`config.mk`:
```
export PLATFORM = sky130hd
export DESIGN_NAME = instr_decode_queue
export DESIGN_NICKNAME = d
export VERILOG_FILES = /design/src/rtl/decoder_pkg.sv /design/src/rtl/instr_fifo.sv /design/src/rtl/instr_decode_queue.sv
export SDC_FILE = /design/constraint.sdc
export NUM_CORES = 1
export LEC_CHECK = 0
export ABC_AREA = 0
export ABC_CLOCK_PERIOD_IN_PS = 3000
export BUFFER_PORTS_ARGS = -buffer_cell sky130_fd_sc_hd__buf_4
export CELL_PAD_IN_SITES_DETAIL_PLACEMENT = 1
export CELL_PAD_IN_SITES_GLOBAL_PLACEMENT = 2
export CORE_MARGIN = 2
export CORE_UTILIZATION = 43
export CTS_BUF_LIST = sky130_fd_sc_hd__clkbuf_2
export CTS_CLUSTER_SIZE = 24
export DETAILED_ROUTE_END_ITERATION = 8
export PLACE_DENSITY = 0.9
export SLEW_MARGIN = 20
export SYNTH_ARGS = -nofsm -noshare
export SYNTH_HDL_FRONTEND = slang
export SYNTH_SLANG_ARGS = --single-unit
```
`constraint.sdc`:
```
create_clock -name clk -period 3 [get_ports clk]
set_clock_uncertainty 0.2 [all_clocks]
set_input_delay 0.45 -clock clk [delete_from_list [all_inputs] [get_ports clk]]
set_output_delay 0.45 -clock clk [all_outputs]
set_load 0.01 [all_outputs]
```
`src/rtl/decoder_pkg.sv`:
```
// Shared definitions for the instruction decode queue.
//   - op_class encodings presented on the op_class output
//   - opcode byte constants and size-field values for load/store
//   - bit positions of the decoded fields in the 32-bit instruction word
//   - decode_class(): maps the top ten bits of a word to its op class
package decoder_pkg;

    typedef enum logic [2:0] {
        CLS_IDLE_NOP = 3'd0,
        CLS_ADD64    = 3'd1,
        CLS_ADD32    = 3'd2,
        CLS_SUB64    = 3'd3,
        CLS_LDR      = 3'd4,
        CLS_STR      = 3'd5,
        CLS_INVALID  = 3'd7
    } op_class_e;

    localparam logic [7:0] OPC_ADD64 = 8'h91;
    localparam logic [7:0] OPC_ADD32 = 8'h11;
    localparam logic [7:0] OPC_SUB64 = 8'hD1;
    localparam logic [7:0] OPC_LDST  = 8'hF9;

    // Size/opc field [23:22] distinguishing load from store under OPC_LDST.
    localparam logic [1:0] SZ_LDR = 2'b01;
    localparam logic [1:0] SZ_STR = 2'b00;

    localparam int RD_LSB  = 0;
    localparam int RN_LSB  = 5;
    localparam int IMM_LSB = 10;
    localparam int SH_BIT  = 22;

    // Only bits [31:22] take part in classification, so only they are passed.
    function automatic op_class_e decode_class(input logic [31:22] hi);
        op_class_e cls;
        cls = CLS_INVALID;
        case (hi[31:24])
            OPC_ADD64: cls = CLS_ADD64;
            OPC_ADD32: cls = CLS_ADD32;
            OPC_SUB64: cls = CLS_SUB64;
            OPC_LDST: begin
                if (hi[23:22] == SZ_LDR) begin
                    cls = CLS_LDR;
                end else if (hi[23:22] == SZ_STR) begin
                    cls = CLS_STR;
                end
            end
            default: cls = CLS_INVALID;
        endcase
        return cls;
    endfunction

    function automatic logic is_mem_class(input op_class_e cls);
        return (cls == CLS_LDR) || (cls == CLS_STR);
    endfunction

    function automatic logic is_alu_class(input op_class_e cls);
        return (cls == CLS_ADD64) || (cls == CLS_ADD32) || (cls == CLS_SUB64);
    endfunction

endpackage

```
`src/rtl/instr_fifo.sv`:
```
// Synchronous FIFO holding raw instruction words ahead of the decoder.
//   clk, reset (async, active-low)
//   push / din   : write din when push and not full
//   pop          : drop the head when pop and not empty
//   dout         : current head (combinational read of the storage)
//   full, empty  : derived from the occupancy count
//   count        : occupancy, 0..DEPTH
module instr_fifo #(
    parameter int WIDTH = 32,
    parameter int DEPTH = 4
) (
    input  logic                     clk,
    input  logic                     reset,
    input  logic                     push,
    input  logic                     pop,
    input  logic [WIDTH-1:0]         din,
    output logic [WIDTH-1:0]         dout,
    output logic                     full,
    output logic                     empty,
    output logic [$clog2(DEPTH):0]   count
);

    localparam int AW = $clog2(DEPTH);
    localparam int CW = AW + 1;
    localparam logic [CW-1:0] FULL_CNT = CW'(DEPTH);

    logic [WIDTH-1:0] storage [DEPTH];
    logic [AW-1:0]    wr_ptr;
    logic [AW-1:0]    rd_ptr;
    logic             push_ok;
    logic             pop_ok;

    assign full    = (count == FULL_CNT);
    assign empty   = (count == '0);
    assign push_ok = push && !full;
    assign pop_ok  = pop && !empty;
    assign dout    = storage[rd_ptr];

    // NOTE: the storage array has no reset; stale entries are unreachable
    // because count gates every read, and leaving it unreset keeps it a plain RAM.
    always_ff @(posedge clk) begin
        if (push_ok) begin
            storage[wr_ptr] <= din;
        end
    end

    // NOTE: sequential state uses non-blocking assignments so every register
    // samples pre-edge values regardless of statement order.
    always_ff @(posedge clk or negedge reset) begin
        if (!reset) begin
            wr_ptr <= '0;
            rd_ptr <= '0;
            count  <= '0;
        end else begin
            // Power-of-two depth: pointers wrap naturally modulo DEPTH.
            if (push_ok) begin
                wr_ptr <= wr_ptr + 1'b1;
            end
            if (pop_ok) begin
                rd_ptr <= rd_ptr + 1'b1;
            end
            if (push_ok && !pop_ok) begin
                count <= count + 1'b1;
            end else if (!push_ok && pop_ok) begin
                count <= count - 1'b1;
            end
        end
    end

endmodule

```
`src/rtl/instr_decode_queue.sv`:
```
// Buffered instruction decoder between fetch and execute/memory.
//   clk, reset (async, active-low)
//   start / ready / instruction_in : fetch-side handshake, ready = !full (registered)
//   out_valid / out_accept         : consumer handshake for the decoded record
//   op_class, rd, rn, imm12, shift12 : registered decoded fields
//   start_for_memory / ready_for_memory : memory-stage request for LDR/STR
//   mem_is_store, mem_offset       : memory request attributes (offset = imm12 << 3)
//   fifo_count                     : FIFO occupancy
//   err_count                      : saturating count of INVALID records issued
module instr_decode_queue
    import decoder_pkg::*;
#(
    parameter int WIDTH_IN  = 32,
    parameter int DEPTH     = 4,
    parameter int ERR_CNT_W = 8
) (
    input  logic                   clk,
    input  logic                   reset,
    input  logic                   start,
    output logic                   ready,
    input  logic [WIDTH_IN-1:0]    instruction_in,
    output logic                   out_valid,
    input  logic                   out_accept,
    output logic [2:0]             op_class,
    output logic [4:0]             rd,
    output logic [4:0]             rn,
    output logic [11:0]            imm12,
    output logic                   shift12,
    output logic                   start_for_memory,
    input  logic                   ready_for_memory,
    output logic                   mem_is_store,
    output logic [14:0]            mem_offset,
    output logic [$clog2(DEPTH):0] fifo_count,
    output logic [ERR_CNT_W-1:0]   err_count
);

    localparam int CW = $clog2(DEPTH) + 1;
    localparam logic [CW-1:0] FULL_CNT = CW'(DEPTH);

    typedef enum logic [1:0] {
        ST_IDLE,
        ST_MEM,
        ST_OUT
    } state_e;

    state_e               state_q;
    state_e               state_d;
    logic [WIDTH_IN-1:0]  head;
    logic                 fifo_full;
    logic                 fifo_empty;
    logic [CW-1:0]        count;
    logic [CW-1:0]        count_next;
    logic                 do_push;
    logic                 do_pop;
    op_class_e            head_cls;

    logic                 ready_q;
    op_class_e            cls_q;
    logic [4:0]           rd_q;
    logic [4:0]           rn_q;
    logic [11:0]          imm_q;
    logic                 sh_q;
    logic                 store_q;
    logic [ERR_CNT_W-1:0] err_q;

    instr_fifo #(
        .WIDTH (WIDTH_IN),
        .DEPTH (DEPTH)
    ) u_fifo (
        .clk   (clk),
        .reset (reset),
        .push  (do_push),
        .pop   (do_pop),
        .din   (instruction_in),
        .dout  (head),
        .full  (fifo_full),
        .empty (fifo_empty),
        .count (count)
    );

    assign head_cls = decode_class(head[31:22]);
    assign do_push  = start && ready_q && !fifo_full;

    // NOTE: every signal written in always_comb gets a default first, so no
    // path through the case can leave it unassigned and infer a latch.
    always_comb begin
        state_d = state_q;
        do_pop  = 1'b0;
        case (state_q)
            ST_IDLE: begin
                if (!fifo_empty) begin
                    do_pop = 1'b1;
                end
            end
            ST_MEM: begin
                if (ready_for_memory) begin
                    state_d = ST_OUT;
                end
            end
            ST_OUT: begin
                if (out_accept) begin
                    if (!fifo_empty) begin
                        do_pop = 1'b1;
                    end else begin
                        state_d = ST_IDLE;
                    end
                end
            end
            default: state_d = ST_IDLE;
        endcase
        // Any pop (from IDLE or back-to-back from OUT) routes on the new head.
        if (do_pop) begin
            state_d = is_mem_class(head_cls) ? ST_MEM : ST_OUT;
        end
    end

    // Occupancy after this edge; ready is registered from it so it never
    // depends combinationally on start.
    always_comb begin
        count_next = count;
        if (do_push && !do_pop) begin
            count_next = count + 1'b1;
        end else if (!do_push && do_pop) begin
            count_next = count - 1'b1;
        end
    end

    always_ff @(posedge clk or negedge reset) begin
        if (!reset) begin
            state_q <= ST_IDLE;
            ready_q <= 1'b0;
            cls_q   <= CLS_IDLE_NOP;
            rd_q    <= '0;
            rn_q    <= '0;
            imm_q   <= '0;
            sh_q    <= 1'b0;
            store_q <= 1'b0;
            err_q   <= '0;
        end else begin
            state_q <= state_d;
            ready_q <= (count_next != FULL_CNT);
            if (do_pop) begin
                cls_q   <= head_cls;
                store_q <= (head_cls == CLS_STR);
                if (head_cls == CLS_INVALID) begin
                    rd_q  <= '0;
                    rn_q  <= '0;
                    imm_q <= '0;
                    sh_q  <= 1'b0;
                    if (err_q != '1) begin
                        err_q <= err_q + 1'b1;
                    end
                end else begin
                    rd_q  <= head[RD_LSB +: 5];
                    rn_q  <= head[RN_LSB +: 5];
                    imm_q <= head[IMM_LSB +: 12];
                    sh_q  <= is_alu_class(head_cls) ? head[SH_BIT] : 1'b0;
                end
            end
        end
    end

    // All outputs come straight from registers.
    assign ready            = ready_q;
    assign out_valid        = (state_q == ST_OUT);
    assign start_for_memory = (state_q == ST_MEM);
    assign op_class         = cls_q;
    assign rd               = rd_q;
    assign rn               = rn_q;
    assign imm12            = imm_q;
    assign shift12          = sh_q;
    assign mem_is_store     = store_q;
    assign mem_offset       = {imm_q, 3'b000};
    assign fifo_count       = count;
    assign err_count        = err_q;

endmodule

```
==> flow_summary.toml, run 1 <==
[run_status]
status = "finished clean"

[die]
start_util_pct = 43.5
io_pins = 93
die_area_um2 = 17000
die_h_um = 130
rows = 46
die_x_um = 130
core-area_um2 = 15800

[cts]
cts_tree = "done"
clock-root-buffer = "clkbuf_2"
clkTransAtPathRegs_ps = 250
clk-insertion-delay-late_ps = 760
post_cts_buffers = 0
cts_resized = 0
htreeDepth = 4
cts_max_path_buffers = 2
cts_sinks = 173
numCtsBuffers = 17

[global_routing]
first_global_vias = 4197
grt_overflow = 0
grt_start_max_net_pins = 38
grt_pass1_wl_um = 23000
antenna_found_initial = 0
track_usage_pct = 18.6

[critical_path]
cpPeakStageDelay_ps = 540
crit_type = "reg2reg"
ff2ff_setup_slack_ps = 280
critical_path_arrival_ps = 3190
worstSetupStartpointType = "flop"
crit_fanout = 17
reg2regPathDepth = 7
end_kind = "flop"
slowest_stage = "dfrtp_2"
worstReg2RegEnd = "err_count[1]"
crit_required_ps = 3470
r2r-start = "u_fifo.rd_ptr[0]"
crit_chain = "mux4_2, or2_1, a21oi_2, o21a_1, buf_4, nand2b_4, mux2_4"

[cells_and_area]
fillCellCount = 1548
layout-drive-gt1-share_pct = 31.7
diodes = 0
fin_util_pct = 53.8
areaGrowthSynthToFinish_pct = 23.5
postLayoutCellArea_um2 = 8480
nNetsFinal = 595
fin_cells = 778

[routing]
post-route-drc-count = 0
drtIter0Drc = 208
vias = 3924
ant_nets = 0
drt_first_pass_iters = 5
drt_wl_total_um = 14900
avgViaCountPerCell = 5.04
wire_per_inst_um = 19.2

[yosys]
synthFlopType = "edfxtp_1"
syn_area_um2 = 6870
synth_cells = 417
synthMuxAreaShare_pct = 9.55
ys_seq_elements = 173
synth_compound_area_share_pct = 2.97
synthSimpleGateAreaFrac_pct = 7.54
ys_types = 47
seq_area_frac_synth_pct = 72.4
synth_xor_xnor_area_share_pct = 1.66
synth-edff-count = 128
avgSynthCellArea_um2 = 16.5
synth_top_family_by_area = "multiplexers"
synth_warnings = 0
synthAdderAreaFrac_pct = 1.64
async_flop_share_pct = 26.0

[flow_run]
cap_violations = 0

[pwr]
leakage_nw = 3.35
ir_worst_vdd_uv = 345
power.total_mw = 7.19
power_per_cell_area_nw_per_um2 = 848

[placed_design]
dp_cells = 708
place_congestion = 0.753
io_buffers = 89
pre_cts_ws_ps = 263
placed_cell_area_um2 = 7790
hpwlAfterDp_um = 10000

[sta]
final-setup-viol-count = 0
fin_ws_ps = 281
fmax_ghz = 0.368
finalCritPeriodShare_pct = 90.6
whs_ps = 200
rsz0062_at_grt = "false"
slew_headroom_pct = 55.3
setup-tns-final_ps = 0
tightestPinTransition_ps = 668
maxSlewViolCount = 0
hold_viol = 0
min_period_ps = 2720

[hold_path]
hp-class = "in2reg"
worstHoldPathCells = 3
hold_path_end = "state_q[0]"
min-delay-start = "ready_for_memory"
==> sequential cells by signal, summed over array words and instances (netlist names) <==
name	flops
err_count	8
imm12	12
mem_is_store	1
op_class	3
rd	5
ready	1
rn	5
shift12	1
state_q	2
u_fifo.count	3
u_fifo.rd_ptr	2
u_fifo.storage	128
u_fifo.wr_ptr	2
==> kinds of logic after synthesis <==
family	count (synthesis)
simple gates	102
flops	173
fa+ha+maj	9
buf+inv	56
other cells	1
compound gates	33
xor+xnor	13
mux	30
==> per-layer routing <==
metal / track usage [%] / part of all wire [%]
met2: 32.2 / 51
met4: 6.45 / 1.5
met3: 4.56 / 4.0
met1: 23.0 / 43
met5: 0 / 0
==> layout by cell type (no fill, tap or decap), types with 3 or more instances in the layout <==
cell / count
a31oi_1: 3
and2_2: 4
buf_12: 4
buf_4: 101
bufinv_16: 4
clkbuf_2: 17
clkinvlp_4: 3
conb_1: 3
dfrtp_1: 44
dlygate4sd3_1: 38
edfxtp_1: 128
ha_1: 9
inv_1: 24
inv_6: 5
inv_8: 3
mux4_2: 28
nand2_1: 48
nand3_1: 13
nand4_1: 4
nor2_1: 9
nor2b_1: 3
nor3_2: 3
nor3b_1: 4
o21ai_0: 9
o21ai_1: 10
xnor2_1: 5
xor2_1: 8
==> synth_stat cells (5+ instances only) <==
master / instances / share of area, %
mux4_2: 28 / 9.2
nand2_1: 48 / 2.6
o21ai_0: 9 / 0.66
xnor2_1: 5 / 0.64
edfxtp_1: 128 / 56
xor2_1: 8 / 1.0
nor2_1: 9 / 0.49
inv_1: 24 / 1.3
clkbuf_1: 5 / 0.27
o21ai_1: 10 / 0.73
ha_1: 9 / 1.6
buf_2: 7 / 0.51
nand3_1: 13 / 0.95
buf_4: 15 / 1.6
dfrtp_1: 45 / 16
==> report_power, final <==
group	leakage (nW)	switching [mW]	total [mW]	internal [mW]
combinational	1.43	1.26	2.38	1.11
sequential	1.74	0.287	3.36	3.07
clock	0.168	0.876	1.45	0.579
==> cell type report <==
class | count | area, µm² | share of cell area (%)
sequential | 173 | 4970 | 58.6
multi-input combinational | 190 | 1630 | 19.2
timing repair buffer | 143 | 1220 | 14.4
tap | 216 | 270 | 3.19
clock inverter | 15 | 220 | 2.60
inverter | 24 | 90.1 | 1.06
clock buffer | 17 | 85.1 | 1.00
==> worst max-delay path, delay by kind of cell (launching register included) <==
family | cells | cell delay [ps]
flops | 1 | 540
buf+inv | 1 | 230
compound gates | 2 | 370
mux | 2 | 830
simple gates | 2 | 460
==> worst max-delay path by stage <==
| stage | from | end | slack, ps | cells past startpoint |
|---|---|---|---|---|
| 2_1_floorplan | u_fifo.count[0] | u_fifo.count[2] | 290 | 10 |
| 4_1_cts | u_fifo.rd_ptr[0] | err_count[1] | 230 | 8 |
| 3_3_place_gp | u_fifo.rd_ptr[0] | err_count[1] | 350 | 7 |
| 5_1_grt | u_fifo.count[0] | err_count[4] | 40 | 9 |
| 6_report | u_fifo.rd_ptr[0] | err_count[1] | 280 | 7 |
| 3_5_place_dp | u_fifo.rd_ptr[0] | err_count[1] | 260 | 8 |
==> repair_timing <==
| item | 4_1_cts | 5_1_grt |
|---|---|---|
| setup endpoints to repair | 0 | 0 |
| hold endpoints to repair | 178 | 0 |
| hold buffers | 38 | 0 |
Power figures use the tool's default switching activity.
==> inputs of run 2 (changes only) <==
--- a/config.mk
+++ b/config.mk
@@ -15,6 +15,7 @@
 export CTS_BUF_LIST = sky130_fd_sc_hd__clkbuf_2
 export CTS_CLUSTER_SIZE = 24
 export DETAILED_ROUTE_END_ITERATION = 8
+export MAX_ROUTING_LAYER = met4
 export PLACE_DENSITY = 0.9
 export SLEW_MARGIN = 20
 export SYNTH_ARGS = -nofsm -noshare
==> run 2 against run 1 <==
Compared with the run above:
- count of clock-buffer cells in the layout stayed put
- sequential share of layout area stayed put
- clock power hardly changed
- largest cell class unchanged
- global-route usage is 0.54 points higher
==> flow_summary.toml, run 2 (same netlist as run 1, synthesis figures left out) <==
[cts]
cts_max_path_buffers = 2
clock-root-buffer = "clkbuf_2"
htreeDepth = 4
clkTransAtPathRegs_ps = 250
cts_resized = 0
post_cts_buffers = 0
cts_tree = "done"
cts_sinks = 173
clk-insertion-delay-late_ps = 760
numCtsBuffers = 17

[cells_and_area]
largest_reg_flops = 128
areaGrowthSynthToFinish_pct = 23.5
final_common_cell = "edfxtp_1"
top_register = "u_fifo.storage"
layout-drive-gt1-share_pct = 31.7
diodes = 0
nNetsFinal = 595
final_cell_mix = "edfxtp_1 (128), buf_4 (101), nand2_1 (48)"

[routing]
drt_wl_total_um = 14900
post-route-drc-count = 0
vias = 3931
ant_nets = 0
drtIter0Drc = 197
avgViaCountPerCell = 5.05
wire_per_inst_um = 19.1
drt_first_pass_iters = 4

[pwr]
power.total_mw = 7.19
leakage_nw = 3.35
power_per_cell_area_nw_per_um2 = 848
ir_worst_vdd_uv = 343

[sta]
setup-tns-final_ps = 0
hold_viol = 0
fmax_ghz = 0.367
min_period_ps = 2720
rsz0062_at_grt = "false"
whs_ps = 200
final-setup-viol-count = 0
tightestPinTransition_ps = 650
slew_headroom_pct = 56.5
finalCritPeriodShare_pct = 90.7
maxSlewViolCount = 0

[die]
die_x_um = 130
die_h_um = 130
rows = 46
start_util_pct = 43.5
die_area_um2 = 17000
io_pins = 93
core-area_um2 = 15800

[global_routing]
grt_pass1_wl_um = 22900
grt_start_max_net_pins = 38
track_usage_pct = 19.1
first_global_vias = 4209
antenna_found_initial = 0
grt_overflow = 0

[run_status]
status = "finished clean"

[critical_path]
crit_fanout = 17
critical_path_arrival_ps = 3190
crit_type = "reg2reg"
end_kind = "flop"
worstSetupStartpointType = "flop"
crit_required_ps = 3470

[placed_design]
io_buffers = 89
hpwlAfterDp_um = 10000
place_congestion = 0.762

[hold_path]
hp-class = "in2reg"

[flow_run]
cap_violations = 0
-- run 2: cell counts in the layout (fill, tap and decap cells not counted) --
Identical to the previous run, type by type.
-- run 2: power by group --
| part | total [mW] | leakage (nW) | switching, mW | internal, mW |
|---|---|---|---|---|
| logic | 2.38 | 1.43 | 1.26 | 1.11 |
| registers | 3.36 | 1.74 | 0.288 | 3.07 |
| clock network | 1.45 | 0.168 | 0.876 | 0.579 |
| total | 7.19 | 3.35 | 2.43 | 4.76 |
-- run 2: final timing paths --
check                                 startpoint      endpoint  slack (ps)  depth (start not counted)
worst max-delay path            u_fifo.rd_ptr[0]  err_count[1]         280                          7
worst min-delay path            ready_for_memory    state_q[0]         200                          3
worst max register to register  u_fifo.rd_ptr[0]  err_count[1]         280                          7
worst min register to register             rd[3]         rd[3]         310                          2
max in group asynchronous                  reset      imm12[4]         650                          4
min in group asynchronous                  reset    state_q[0]         520                          3
-- run 2: final cells by class --
| type | instances | area, µm² |
|---|---|---|
| multi-input cells | 190 | 1630 |
| clock buffers | 17 | 85.1 |
| clock inverters | 15 | 220 |
| fillers | 1548 | 7290 |
| well taps | 216 | 270 |
| inverters | 24 | 90.1 |
| flip-flops and latches | 173 | 4970 |
| repair buffers | 143 | 1220 |
-- run 2: repair_timing --
action                                  4_1_cts  5_1_grt
hold buffers                                 38        0
endpoints found under the setup margin        0        0
hold endpoints to repair                    178        0
-- run 2: worst max-delay path, cell delays in order, from the launching register on --
cell and delay, ps:
dfrtp_2 550, mux4_2 540, or2_1 280, a21oi_2 190, o21a_1 180, buf_4 230, nand2b_4 180, mux2_4 290
-- run 2: per-stage QoR --
stage | cells | utilization (%) | worst slack (ps) | cell area [µm²]
6_report | 778 | 53.8 | 278 | 8480
5_1_grt | 778 | 53.8 | 42.1 | 8480
4_1_cts | 778 | 53.8 | 234 | 8480
3_5_place_dp | 708 | 49.4 | 263 | 7790
3_3_place_gp | 708 | 49.4 | 346 | 7790
2_1_floorplan | 419 | - | 289 | 6880
-- run 2: routing by layer --
metal / up-vias / global-route usage, % / part of all wire [%] / wire length (µm)
li1: 1789 / - / - / -
met1: 2028 / 22.9 / 43 / 6380
met2: 92 / 32.2 / 51 / 7630
met3: 22 / 4.28 / 4.1 / 608
met4: 0 / 6.63 / 1.8 / 265
met5: - / - / 0 / 0
